File: src/rtl/pif_led_pwm.sv
`default_nettype none
// ============================================================================
// Module  : pif_led_pwm
// Brief   : Multi-channel active-low LED driver: tick prescaler, shared
//           breathing ramp and per-channel first-order sigma-delta
//           (off / solid / breathe / blink). Optional macro PIF_LED_PHASE_EN
//           spreads the channels evenly in ramp phase.
// Revision: 1.0 - initial release
// ============================================================================
module pif_led_pwm #(
    parameter  int CHANNELS = 2,
    parameter  int BITS     = 5,
    parameter  int TICK_DIV = 177333,
    localparam int CHW      = (CHANNELS > 1) ? $clog2(CHANNELS) : 1
) (
    input  logic                Clk,
    input  logic                RstN,
    input  logic                cfg_we,
    input  logic [CHW-1:0]      cfg_ch,
    input  logic [1:0]          cfg_mode,
    input  logic [BITS-1:0]     cfg_level,
    output logic [CHANNELS-1:0] led_n,
    output logic                tick
);

    localparam int              c_PW     = $clog2(TICK_DIV);
    localparam logic [c_PW-1:0] c_RELOAD = c_PW'(TICK_DIV - 1);

    localparam logic [1:0] c_MODE_OFF     = 2'b00;
    localparam logic [1:0] c_MODE_SOLID   = 2'b01;
    localparam logic [1:0] c_MODE_BREATHE = 2'b10;
    localparam logic [1:0] c_MODE_BLINK   = 2'b11;

    logic [c_PW-1:0] r_presc;
    logic            r_tick;
    logic [BITS:0]   r_ramp;
    logic            w_wr_ok;

    // Tick is registered, so it is visible the cycle after the count hits 0.
    always_ff @(posedge Clk or negedge RstN) begin
        if (!RstN) begin
            r_presc <= c_RELOAD;
            r_tick  <= 1'b0;
        end else begin
            r_tick  <= (r_presc == '0);
            r_presc <= (r_presc == '0) ? c_RELOAD : r_presc - 1'b1;
        end
    end

    always_ff @(posedge Clk or negedge RstN) begin
        if (!RstN) begin
            r_ramp <= '0;
        end else if (r_tick) begin
            r_ramp <= r_ramp + 1'b1;
        end
    end

    assign tick    = r_tick;
    assign w_wr_ok = cfg_we && (32'(cfg_ch) < CHANNELS);

    for (genvar c = 0; c < CHANNELS; c++) begin : g_ch
        logic [BITS:0]   w_rc;
        logic [BITS-1:0] w_tri;
        logic [BITS:0]   w_sum;
        logic [1:0]      r_mode;
        logic [BITS-1:0] r_level;
        logic [BITS-1:0] r_duty;
        logic [BITS-1:0] r_acc;
        logic            r_led;

`ifdef PIF_LED_PHASE_EN
        localparam logic [BITS:0] c_OFFSET =
            (BITS+1)'(c * ((1 << (BITS + 1)) / CHANNELS));
        assign w_rc = r_ramp + c_OFFSET;
`else
        assign w_rc = r_ramp;
`endif

        assign w_tri = w_rc[BITS] ? ~w_rc[BITS-1:0] : w_rc[BITS-1:0];
        assign w_sum = {1'b0, r_acc} + {1'b0, r_duty};

        // The accumulator free-runs; mode changes never clear it.
        always_ff @(posedge Clk or negedge RstN) begin
            if (!RstN) begin
                r_mode  <= c_MODE_OFF;
                r_level <= '0;
                r_duty  <= '0;
                r_acc   <= '0;
                r_led   <= 1'b1;
            end else begin
                if (w_wr_ok && (cfg_ch == CHW'(c))) begin
                    r_mode  <= cfg_mode;
                    r_level <= cfg_level;
                end

                case (r_mode)
                    c_MODE_SOLID:   r_duty <= r_level;
                    c_MODE_BREATHE: r_duty <= w_tri;
                    default:        r_duty <= '0;
                endcase

                r_acc <= w_sum[BITS-1:0];

                case (r_mode)
                    c_MODE_OFF:   r_led <= 1'b1;
                    c_MODE_BLINK: r_led <= w_rc[BITS];
                    default:      r_led <= ~w_sum[BITS];
                endcase
            end
        end

        assign led_n[c] = r_led;
    end

endmodule
`default_nettype wire

File: config.mk
export PLATFORM = sky130hd
export DESIGN_NAME = pif_led_pwm
export DESIGN_NICKNAME = d
export VERILOG_FILES = /design/src/rtl/pif_led_pwm.sv
export SDC_FILE = /design/constraint.sdc
export NUM_CORES = 1
export LEC_CHECK = 0
export ABC_AREA = 1
export ABC_CLOCK_PERIOD_IN_PS = 1860
export BUFFER_PORTS_ARGS = -buffer_cell sky130_fd_sc_hd__buf_4
export CAP_MARGIN = 40
export CORE_ASPECT_RATIO = 2
export CORE_MARGIN = 3
export CORE_UTILIZATION = 60
export CTS_CLUSTER_SIZE = 30
export DETAILED_ROUTE_END_ITERATION = 10
export GPL_TIMING_DRIVEN = 1
export PLACE_DENSITY = 0.78
export SETUP_SLACK_MARGIN = 0.1
export SKIP_CTS_REPAIR_TIMING = 1
export SYNTH_ARGS = -nofsm -noshare
export SYNTH_HDL_FRONTEND = slang
export SYNTH_SLANG_ARGS = --single-unit
File: constraint.sdc
create_clock -name Clk -period 1.86 [get_ports Clk]
set_clock_uncertainty 0.1 [all_clocks]
set_input_delay 0.093 -clock Clk [delete_from_list [all_inputs] [get_ports Clk]]
set_output_delay 0.093 -clock Clk [all_outputs]
set_load 0.005 [all_outputs]
==> impl_metrics.env, run 1 <==
export IMPL_required_ns=1.98
export IMPL_die_area_mm2=0.00607
export IMPL_met1_length_um=2020
export IMPL_clock_latency_ns=0.33
export IMPL_synthMuxAreaShare_pct=0.366
export IMPL_setup_viol_count_final=0
export IMPL_grt_use_total_pct=21.2
export IMPL_placed_area_mm2=0.00321
export IMPL_p_leak_nw=1.83
export IMPL_antenna_found_initial=0
export IMPL_cpMaxStageDelayCell="dfrtp_1"
export IMPL_synthArstFlopShare_pct=100
export IMPL_rsz0062_at_grt="false"
export IMPL_cp_end_kind="flip-flop"
export IMPL_hp_class="input port to flip-flop"
export IMPL_worst_endpoint_arrival_ns=1.69
export IMPL_gp_congestion=0.812
export IMPL_dr_pass1_iters=6
export IMPL_num_rows=36
export IMPL_final_cell_area_mm2=0.00349
export IMPL_outcome="finished with violations"
export IMPL_die_y_um=107
export IMPL_finalWirelength_um=5600
export IMPL_timing_rr_start="r_presc[0]"
export IMPL_synth_top_family_by_area="simple AND/OR/NAND/NOR gates"
export IMPL_final_cell_mix="79 x nand2_1, 50 x dfrtp_1, 38 x inv_1"
export IMPL_hp_start="cfg_mode[0]"
export IMPL_rrSetupSlack_ns=0.29
export IMPL_synth_simple_gate_area_share_pct=21.0
export IMPL_period_minus_slack_ns=1.57
export IMPL_maxCapViolations=0
export IMPL_hold_ws_ns=-0.0251
export IMPL_path_cells="inv_1 -> ha_1 -> nand2_4 -> nor2_8 -> nand3_4 -> inv_4 -> nor2_1"
export IMPL_synth_fa_ha_area_share_pct=9.45
export IMPL_synth_compound_area_share_pct=5.82
export IMPL_cts_sinks=61
export IMPL_ys_types=28
export IMPL_grt_pass1_wl_um=9650
export IMPL_synth_xor_area_share_pct=7.13
export IMPL_layout_commonest_cell="nand2_1"
export IMPL_syn_avg_cell_area_um2=9.46
export IMPL_area_delta_synth_final_pct=13.7
export IMPL_drive_above_1_share_pct=16.3
export IMPL_crit_type="flip-flop to flip-flop"
export IMPL_fmaxAchievable_mhz=636
export IMPL_die_w_um=56.6
export IMPL_cts_buffers=9
export IMPL_yosysWarnings=0
export IMPL_grt_pass1_vias=2157
export IMPL_synth_ff_type="dfrtp_1"
export IMPL_hold_violations=2
export IMPL_ys_ff_latch=61
export IMPL_avgViaCountPerCell=5.08
export IMPL_ir_drop_v=0.000880
export IMPL_tightest_slew_ns=0.734
export IMPL_syn_area_mm2=0.00307
export IMPL_synth_fp_nets=358
export IMPL_synth_edf_count=0
export IMPL_place_hpwl_um=4130
export IMPL_io_pins=14
export IMPL_synth_cells=325
export IMPL_max_stage_delay_ns=0.37
export IMPL_dr_max_layer_used="met4"
export IMPL_nNetsFinal=384
export IMPL_post_route_period_util_pct=84.5
export IMPL_vias=2091
export IMPL_cts_tree="done"
export IMPL_cellPowerDensity_mw_per_mm2=971
export IMPL_r2r_end="r_presc[8]"
export IMPL_wl_met3_um=129
export IMPL_wl_met2_um=3300
export IMPL_reg2reg_depth=7
export IMPL_slew_violations=0
export IMPL_yosysSeqAreaShare_pct=50.1
export IMPL_n_antenna_cell=0
export IMPL_failed_checks="negative hold slack"
export IMPL_clockRootBuffer="clkbuf_8"
export IMPL_maxSlewHeadroom_pct=51.1
export IMPL_core_area_mm2=0.00491
export IMPL_start_util_pct=62.6
export IMPL_setup_tns_ns=0
export IMPL_h_tree_depth=3
export IMPL_place_ws_ns=0.307
export IMPL_whs_path_depth=3
export IMPL_drtAntennaViolNets=0
export IMPL_place_port_buffers=13
export IMPL_overflow=0
export IMPL_clk_pin_slew_ns=0.07
export IMPL_drc=0
export IMPL_clk_path_buf_depth=2
export IMPL_avgRoutedWirePerCell_um=13.6
export IMPL_initialDrtViolationCount=78
export IMPL_grt_max_degree=62
export IMPL_crit_fanout=10
export IMPL_startpoint_type="flip-flop"
export IMPL_fin_ws_ns=0.288
export IMPL_whs_endpoint="g_ch[0].r_mode[0]"
export IMPL_finalPower_mw=3.39
==> cells by family after synthesis <==
kind of cell / after synthesis
XOR/XNOR: 25
multiplexers: 1
flip-flops: 61
AND/OR/NAND/NOR: 136
adder cells (fa/ha/maj): 22
AO/OA/AOI/OAI: 35
buffers and inverters: 45
==> routing by layer <==
layer  GRT usage [%]  vias up
met5               0        -
met4            9.85        0
met3            5.30       10
met2            39.7       21
met1            21.1      990
li1                -     1070
==> cell usage after synthesis (3+ instances only) <==
cell / n / area share, %
nand2_2: 3 / 0.61
xor2_1: 17 / 4.8
ha_1: 20 / 8.1
nor2_1: 19 / 2.3
nand3_1: 18 / 2.9
nor2_2: 5 / 1.0
nand2_1: 79 / 9.6
xnor2_1: 8 / 2.3
inv_1: 38 / 4.6
nand4_1: 3 / 0.61
o21ai_0: 17 / 2.8
a21oi_1: 17 / 2.8
dfstp_2: 11 / 9.4
nor2_4: 4 / 1.5
dfrtp_1: 50 / 41
==> cell type report <==
type / instances / area [um2]
inverters: 39 / 149
well taps: 57 / 71.3
multi-input cells: 219 / 1350
clock buffers: 11 / 141
repair buffers: 21 / 175
flip-flops and latches: 61 / 1540
fillers: 359 / 1420
clock inverters: 4 / 72.6
==> worst max-delay path: cells and delay by family (launching register included) <==
kind,cells,cell delay [ns]
simple gates,4,0.48
flops,1,0.37
fa+ha+maj,1,0.27
buf+inv,2,0.24
==> power breakdown <==
part / switching (mW) / total, mW / internal (mW)
clock: 0.489 / 1.27 / 0.781
combinational: 0.294 / 0.515 / 0.221
sequential: 0.0871 / 1.61 / 1.52
==> flip-flops by register name, indices dropped and copies added (netlist names) <==
register,flops
g_ch.r_acc,10
g_ch.r_duty,10
g_ch.r_led,2
g_ch.r_level,10
g_ch.r_mode,4
g_ch.w_rc,6
r_presc,18
tick,1
==> per-stage QoR <==
stage / hold slack, ns / util [%] / std cells
floorplan: -0.303 / - / 325
global placement: 0.102 / 65.4 / 390
detailed placement: 0.0991 / 65.4 / 390
CTS: -0.267 / 69.8 / 405
global route: 0.000623 / 71.2 / 412
finish: -0.0251 / 71.2 / 412
==> worst max path at each step <==
stage | from | end | depth (start not counted)
floorplan | g_ch[0].r_duty[0] | g_ch[0].r_acc[4] | 5
global placement | r_presc[0] | r_presc[8] | 7
detailed placement | g_ch[1].r_duty[0] | g_ch[1].r_acc[4] | 5
CTS | g_ch[1].r_duty[0] | g_ch[1].r_acc[4] | 5
global route | r_presc[0] | r_presc[6] | 7
finish | r_presc[0] | r_presc[8] | 7
(Power assumes the default switching activity.)
==> run 2, diff against run 1 <==
--- a/config.mk
+++ b/config.mk
@@ -6,7 +6,7 @@
 export NUM_CORES = 1
 export LEC_CHECK = 0
 export ABC_AREA = 1
-export ABC_CLOCK_PERIOD_IN_PS = 1860
+export ABC_CLOCK_PERIOD_IN_PS = 1500
 export BUFFER_PORTS_ARGS = -buffer_cell sky130_fd_sc_hd__buf_4
 export CAP_MARGIN = 40
 export CORE_ASPECT_RATIO = 2
==> constraint.sdc (replaced) <==
create_clock -name Clk -period 1.5 [get_ports Clk]
set_clock_uncertainty 0.1 [all_clocks]
set_input_delay 0.075 -clock Clk [delete_from_list [all_inputs] [get_ports Clk]]
set_output_delay 0.075 -clock Clk [all_outputs]
set_load 0.005 [all_outputs]
==> run 2 against run 1 <==
The flow now finishes without violations. Setup slack worse by 0.24 ns. Combinational power increased by 43%. First-iteration DRC count is 23% lower. Register-to-register slack worse by 0.24 ns. Die area did not move. Worst hold slack better by 0.14 ns.
==> impl_metrics.env, run 2 (synthesis gave the netlist of run 1 again) <==
export IMPL_ir_drop_v=0.00110
export IMPL_period_minus_slack_ns=1.45
export IMPL_maxSlewHeadroom_pct=72.8
export IMPL_num_rows=36
export IMPL_cellPowerDensity_mw_per_mm2=1170
export IMPL_grt_pass1_wl_um=9670
export IMPL_crit_fanout=2
export IMPL_gp_congestion=0.890
export IMPL_maxCapViolations=0
export IMPL_cpMaxStageDelayCell="fa_2"
export IMPL_area_delta_synth_final_pct=24.0
export IMPL_setup_tns_ns=0
export IMPL_clk_path_buf_depth=2
export IMPL_layout_commonest_cell="nand2_1"
export IMPL_outcome="completed"
export IMPL_tightest_slew_ns=0.408
export IMPL_setup_viol_count_final=0
export IMPL_core_area_mm2=0.00491
export IMPL_finalWirelength_um=6440
export IMPL_avgViaCountPerCell=5.45
export IMPL_drive_above_1_share_pct=28.7
export IMPL_drc=0
export IMPL_path_buf_inv=0
export IMPL_hp_class="input port to asynchronous set/reset pin"
export IMPL_io_pins=14
export IMPL_startpoint_type="flip-flop"
export IMPL_grt_use_total_pct=21.0
export IMPL_dr_pass1_iters=4
export IMPL_cts_tree="done"
export IMPL_clock_latency_ns=0.33
export IMPL_place_hpwl_um=4350
export IMPL_hold_violations=0
export IMPL_max_stage_delay_ns=0.39
export IMPL_final_cell_mix="75 x nand2_1, 45 x dfrtp_1, 34 x inv_1"
export IMPL_grt_max_degree=34
export IMPL_clk_pin_slew_ns=0.06
export IMPL_worst_endpoint_arrival_ns=1.56
export IMPL_die_area_mm2=0.00607
export IMPL_overflow=0
export IMPL_cts_sinks=61
export IMPL_required_ns=1.62
export IMPL_fin_cells=423
export IMPL_clockRootBuffer="clkbuf_8"
export IMPL_post_route_period_util_pct=96.6
export IMPL_rsz0062_at_grt="true"
export IMPL_cts_buffers=9
export IMPL_nNetsFinal=394
export IMPL_drtAntennaViolNets=0
export IMPL_p_leak_nw=1.93
export IMPL_avgRoutedWirePerCell_um=15.2
export IMPL_n_antenna_cell=0
export IMPL_cp_end_kind="flip-flop"
export IMPL_dpl_cell_count=393
export IMPL_die_y_um=107
export IMPL_h_tree_depth=3
export IMPL_finalPower_mw=4.47
export IMPL_start_util_pct=62.6
export IMPL_slew_violations=0
export IMPL_vias=2305
export IMPL_path_cells="ha_2 -> fa_2 -> nand3_2 -> nand2_1 -> xor2_1"
export IMPL_initialDrtViolationCount=60
export IMPL_regMostFlops="r_presc"
export IMPL_die_w_um=56.6
export IMPL_antenna_found_initial=0
export IMPL_place_port_buffers=13
export IMPL_largest_reg_flops=18
export IMPL_critical_path_top_delay_family="adder cells"
export IMPL_crit_type="flip-flop to flip-flop"
export IMPL_grt_pass1_vias=2263
export IMPL_fmaxAchievable_mhz=690
## run 2: changes by cell type in the layout (fill, tap and decap cells not counted), moves of 5 or more
cell	change
nand3_2	+5
nor2_1	-8
nand3_1	-5
dfrtp_2	+5
dfrtp_1	-5
## run 2: worst paths after layout
kind	startpoint	endpoint	slack [ns]	cells after the start
max	g_ch[0].r_acc[0]	g_ch[0].r_acc[4]	0.05	5
min	RstN	g_ch[1].r_acc[1]	0.11	2
max reg2reg	g_ch[0].r_acc[0]	g_ch[0].r_acc[4]	0.05	5
min reg2reg	g_ch[0].r_level[3]	g_ch[0].r_level[3]	0.39	2
max in group asynchronous	RstN	g_ch[1].r_led	0.62	3
min in group Clk	cfg_we	g_ch[0].r_level[4]	0.20	4
## run 2: power breakdown
group	internal [mW]	switching, mW	total, mW
clock network	1.11	0.610	1.72
registers	1.89	0.123	2.01
logic	0.331	0.405	0.736
total	3.33	1.14	4.47
## run 2: through the flow
step           hold slack (ns)  utilization [%]  cell area, um2  setup slack [ns]
2_1_floorplan           -0.321                -            3080             0.109
3_3_place_gp           -0.0804             66.5            3260            0.0418
3_5_place_dp           -0.0778             66.5            3260            0.0160
4_1_cts                 -0.433             71.4            3510          -0.00536
5_1_grt                  0.130             77.6            3810            0.0123
6_report                 0.114             77.6            3810            0.0515
## run 2: final cells by class
class	instances	area, um2
sequential	61	1550
multi-input combinational	220	1510
fill	312	1100
timing repair buffer	30	292
clock buffer	13	179
inverter	39	149
tap	57	71.3
clock inverter	3	65.1
## run 2: worst reg2reg max path, delay by kind of cell, from the launching register on
family	cells	cell delay, ns
fa+ha+maj	2	0.59
flops	1	0.37
simple gates	2	0.13
xor+xnor	1	0.14
## run 2: routing by layer
metal	up-vias	track usage (%)	part of all wire, %
met4	0	14.4	6.6
met5	-	0	0
li1	1097	-	-
met3	39	4.46	3.1
met1	1098	21.2	34
met2	71	37.3	56
==> run 3, diff against run 2 <==
--- a/config.mk
+++ b/config.mk
@@ -5,7 +5,6 @@
 export SDC_FILE = /design/constraint.sdc
 export NUM_CORES = 1
 export LEC_CHECK = 0
-export ABC_AREA = 1
 export ABC_CLOCK_PERIOD_IN_PS = 1500
 export BUFFER_PORTS_ARGS = -buffer_cell sky130_fd_sc_hd__buf_4
 export CAP_MARGIN = 40
==> run 3 against run 2 <==
The flow now finishes with violations (negative setup slack). Sequential share of layout area increased by 1.7 points. Worst hold slack got worse by 0.037 ns. First-iteration DRC count down 47%. Die area decreased by 7.5%. Global-route usage grew 1.8 points. Area after synthesis shrank 8.1%. Sequential power is essentially flat. Register-to-register slack worse by 0.67 ns. Critical path depth shrank 1. Core utilization rose by 4.6 points. Cell area is 4.5% lower. Cell count fell by 16%. Largest cell class unchanged. Largest power group unchanged.
==> impl_metrics.env, run 3 <==
export IMPL_avgRoutedWirePerCell_um=16.7
export IMPL_yosysTopAreaCellShare_pct=44.3
export IMPL_timing_rr_start="r_presc[6]"
export IMPL_cts_tree="done"
export IMPL_drc=0
export IMPL_synth_ff_type="dfrtp_1"
export IMPL_yosys_area_top_type="dfrtp_1"
export IMPL_setup_tns_ns=-9.53
export IMPL_comb_power_share_pct=22.0
export IMPL_synth_cells=238
export IMPL_setup_viol_count_final=20
export IMPL_regMostFlops="r_presc"
export IMPL_overflow=0
export IMPL_place_port_buffers=13
export IMPL_num_rows=34
export IMPL_crit_path_start="r_presc[6]"
export IMPL_synthTopCellsByArea="dfrtp_1 44%, dfstp_2 10%, ha_1 8.9%"
export IMPL_fmaxAchievable_mhz=473
export IMPL_seq_area_mm2=0.00154
export IMPL_yosysWarnings=0
export IMPL_multi_input_area_mm2=0.00131
export IMPL_gp_congestion=0.927
export IMPL_post_route_period_util_pct=141
export IMPL_drive_above_1_share_pct=37.5
export IMPL_grt_max_degree=39
export IMPL_place_hpwl_um=4180
export IMPL_period_minus_slack_ns=2.11
export IMPL_synth_fp_nets=271
export IMPL_largest_reg_flops=18
export IMPL_place_ws_ns=-0.706
export IMPL_required_ns=1.68
export IMPL_avgViaCountPerCell=5.59
export IMPL_maxSlewHeadroom_pct=74.4
export IMPL_ir_drop_v=0.00113
export IMPL_dr_pass1_iters=4
export IMPL_cellPowerDensity_mw_per_mm2=1240
export IMPL_io_pins=14
export IMPL_grt_pass1_wl_um=8790
export IMPL_syn_avg_cell_area_um2=11.9
export IMPL_die_y_um=103
export IMPL_hold_violations=0
export IMPL_area_delta_synth_final_pct=28.8
export IMPL_h_tree_depth=3
export IMPL_n_antenna_cell=0
export IMPL_synthArstFlopShare_pct=100
export IMPL_hp_class="input port to asynchronous set/reset pin"
export IMPL_yosysMostFrequentCell="dfrtp_1"
export IMPL_fill_cells=263
export IMPL_seqPwrFrac_pct=44.9
export IMPL_outcome="finished with violations"
export IMPL_cts_buffers=9
export IMPL_drtAntennaViolNets=0
export IMPL_rrSetupSlack_ns=-0.61
export IMPL_reg2reg_depth=4
export IMPL_core_area_mm2=0.00442
export IMPL_final_cell_area_mm2=0.00364
export IMPL_r2r_end="r_presc[13]"
export IMPL_final_cell_mix="50 x dfrtp_1, 44 x buf_4, 25 x nor2_1"
export IMPL_initialDrtViolationCount=32
export IMPL_switching_share_pct=26.0
export IMPL_ys_ff_latch=61
export IMPL_antenna_found_initial=0
export IMPL_worst_endpoint_arrival_ns=2.29
export IMPL_vias=1984
export IMPL_crit_type="flip-flop to flip-flop"
export IMPL_clk_path_buf_depth=2
export IMPL_power_internal_mw=3.33
export IMPL_clk_pin_slew_ns=0.07
export IMPL_clkPwrFrac_pct=33.1
export IMPL_hold_ws_ns=0.0765
export IMPL_p_switching_mw=1.17
export IMPL_nNetsFinal=329
export IMPL_die_w_um=54.5
export IMPL_yosysSeqAreaShare_pct=54.5
export IMPL_maxCapViolations=0
export IMPL_cp_end_kind="flip-flop"
export IMPL_layout_commonest_cell="dfrtp_1"
export IMPL_finalWirelength_um=5940
export IMPL_yosys_top_cells_count="50 x dfrtp_1, 25 x nor2_1, 20 x ha_1"
export IMPL_startpoint_type="flip-flop"
export IMPL_start_util_pct=63.8
export IMPL_cts_sinks=61
export IMPL_final_util_pct=82.2
export IMPL_p_leak_nw=1.73
export IMPL_synth_edf_count=0
export IMPL_die_area_mm2=0.00562
export IMPL_syn_area_mm2=0.00282
export IMPL_slew_violations=0
export IMPL_clock_latency_ns=0.33
export IMPL_failed_checks="negative setup slack"
export IMPL_grt_pass1_vias=2002
export IMPL_ys_types=33
export IMPL_placed_area_mm2=0.00324
export IMPL_grt_use_total_pct=22.8
export IMPL_rsz0062_at_grt="true"
export IMPL_clockRootBuffer="clkbuf_8"
export IMPL_tightest_slew_ns=0.379
export IMPL_fin_ws_ns=-0.614
export IMPL_crit_fanout=6
-- run 3: changes by cell type after synthesis, sizes merged, moves of 10 or more --
cell | previous run | this run
nand3 | 19 | 3
mux2 | 1 | 14
o21ai | 17 | 3
nand2 | 83 | 7
inv | 39 | 16
a22oi | 0 | 10
a21oi | 18 | 8
-- run 3: logic make-up after synthesis --
group           Yosys count  share of synthesized area [%]
mux                      14                           5.58
compound gates           34                           8.37
simple gates             58                           9.93
buf+inv                  24                           3.54
fa+ha+maj                22                           10.3
flops                    61                           54.5
xor+xnor                 25                           7.75
-- run 3: metal layers --
metal | share of wire (%) | track usage (%)
met1 | 35 | 21.6
met2 | 58 | 41.4
met3 | 2.4 | 5.07
met4 | 4.5 | 14.2
met5 | 0 | 0
-- run 3: how the worst max path moves through the flow --
stage | to | slack (ns) | cells past startpoint
floorplan | r_presc[13] | -0.80 | 6
finish | r_presc[13] | -0.61 | 4
detailed placement | r_presc[13] | -0.71 | 4
CTS | r_presc[13] | -0.73 | 4
global route | r_presc[14] | -0.67 | 7
global placement | r_presc[13] | -0.66 | 4
-- run 3: worst max-delay path: stages (launching register included) --
cell and delay, ns:
dfrtp_1 0.38, or4_4 0.53, or4_4 0.54, or4_4 0.43, nand3_2 0.08
-- run 3: final cells by class --
cell class | count | area share [%]
clock buffer | 15 | 4.85
clock inverter | 1 | 0.825
inverter | 16 | 1.65
multi-input combinational | 153 | 36.0
sequential | 61 | 42.3
tap | 54 | 1.86
timing repair buffer | 55 | 12.4
-- run 3: power groups by stage --
| stage | Sequential (mW) | Combinational, mW | Clock, mW |
|---|---|---|---|
| 2_1_floorplan | 2.02 | 0.618 | 0 |
| 3_3_place_gp | 2.04 | 0.855 | 0 |
| 3_5_place_dp | 2.05 | 0.923 | 0 |
| 4_1_cts | 2.02 | 0.930 | 1.52 |
| 5_1_grt | 2.05 | 1.09 | 1.59 |
| 6_report | 2.02 | 0.989 | 1.49 |
-- run 3: stage by stage --
step	cells	power, mW
2_1_floorplan	238	2.64
3_3_place_gp	329	2.89
3_5_place_dp	329	2.98
4_1_cts	345	4.47
5_1_grt	355	4.73
6_report	355	4.50
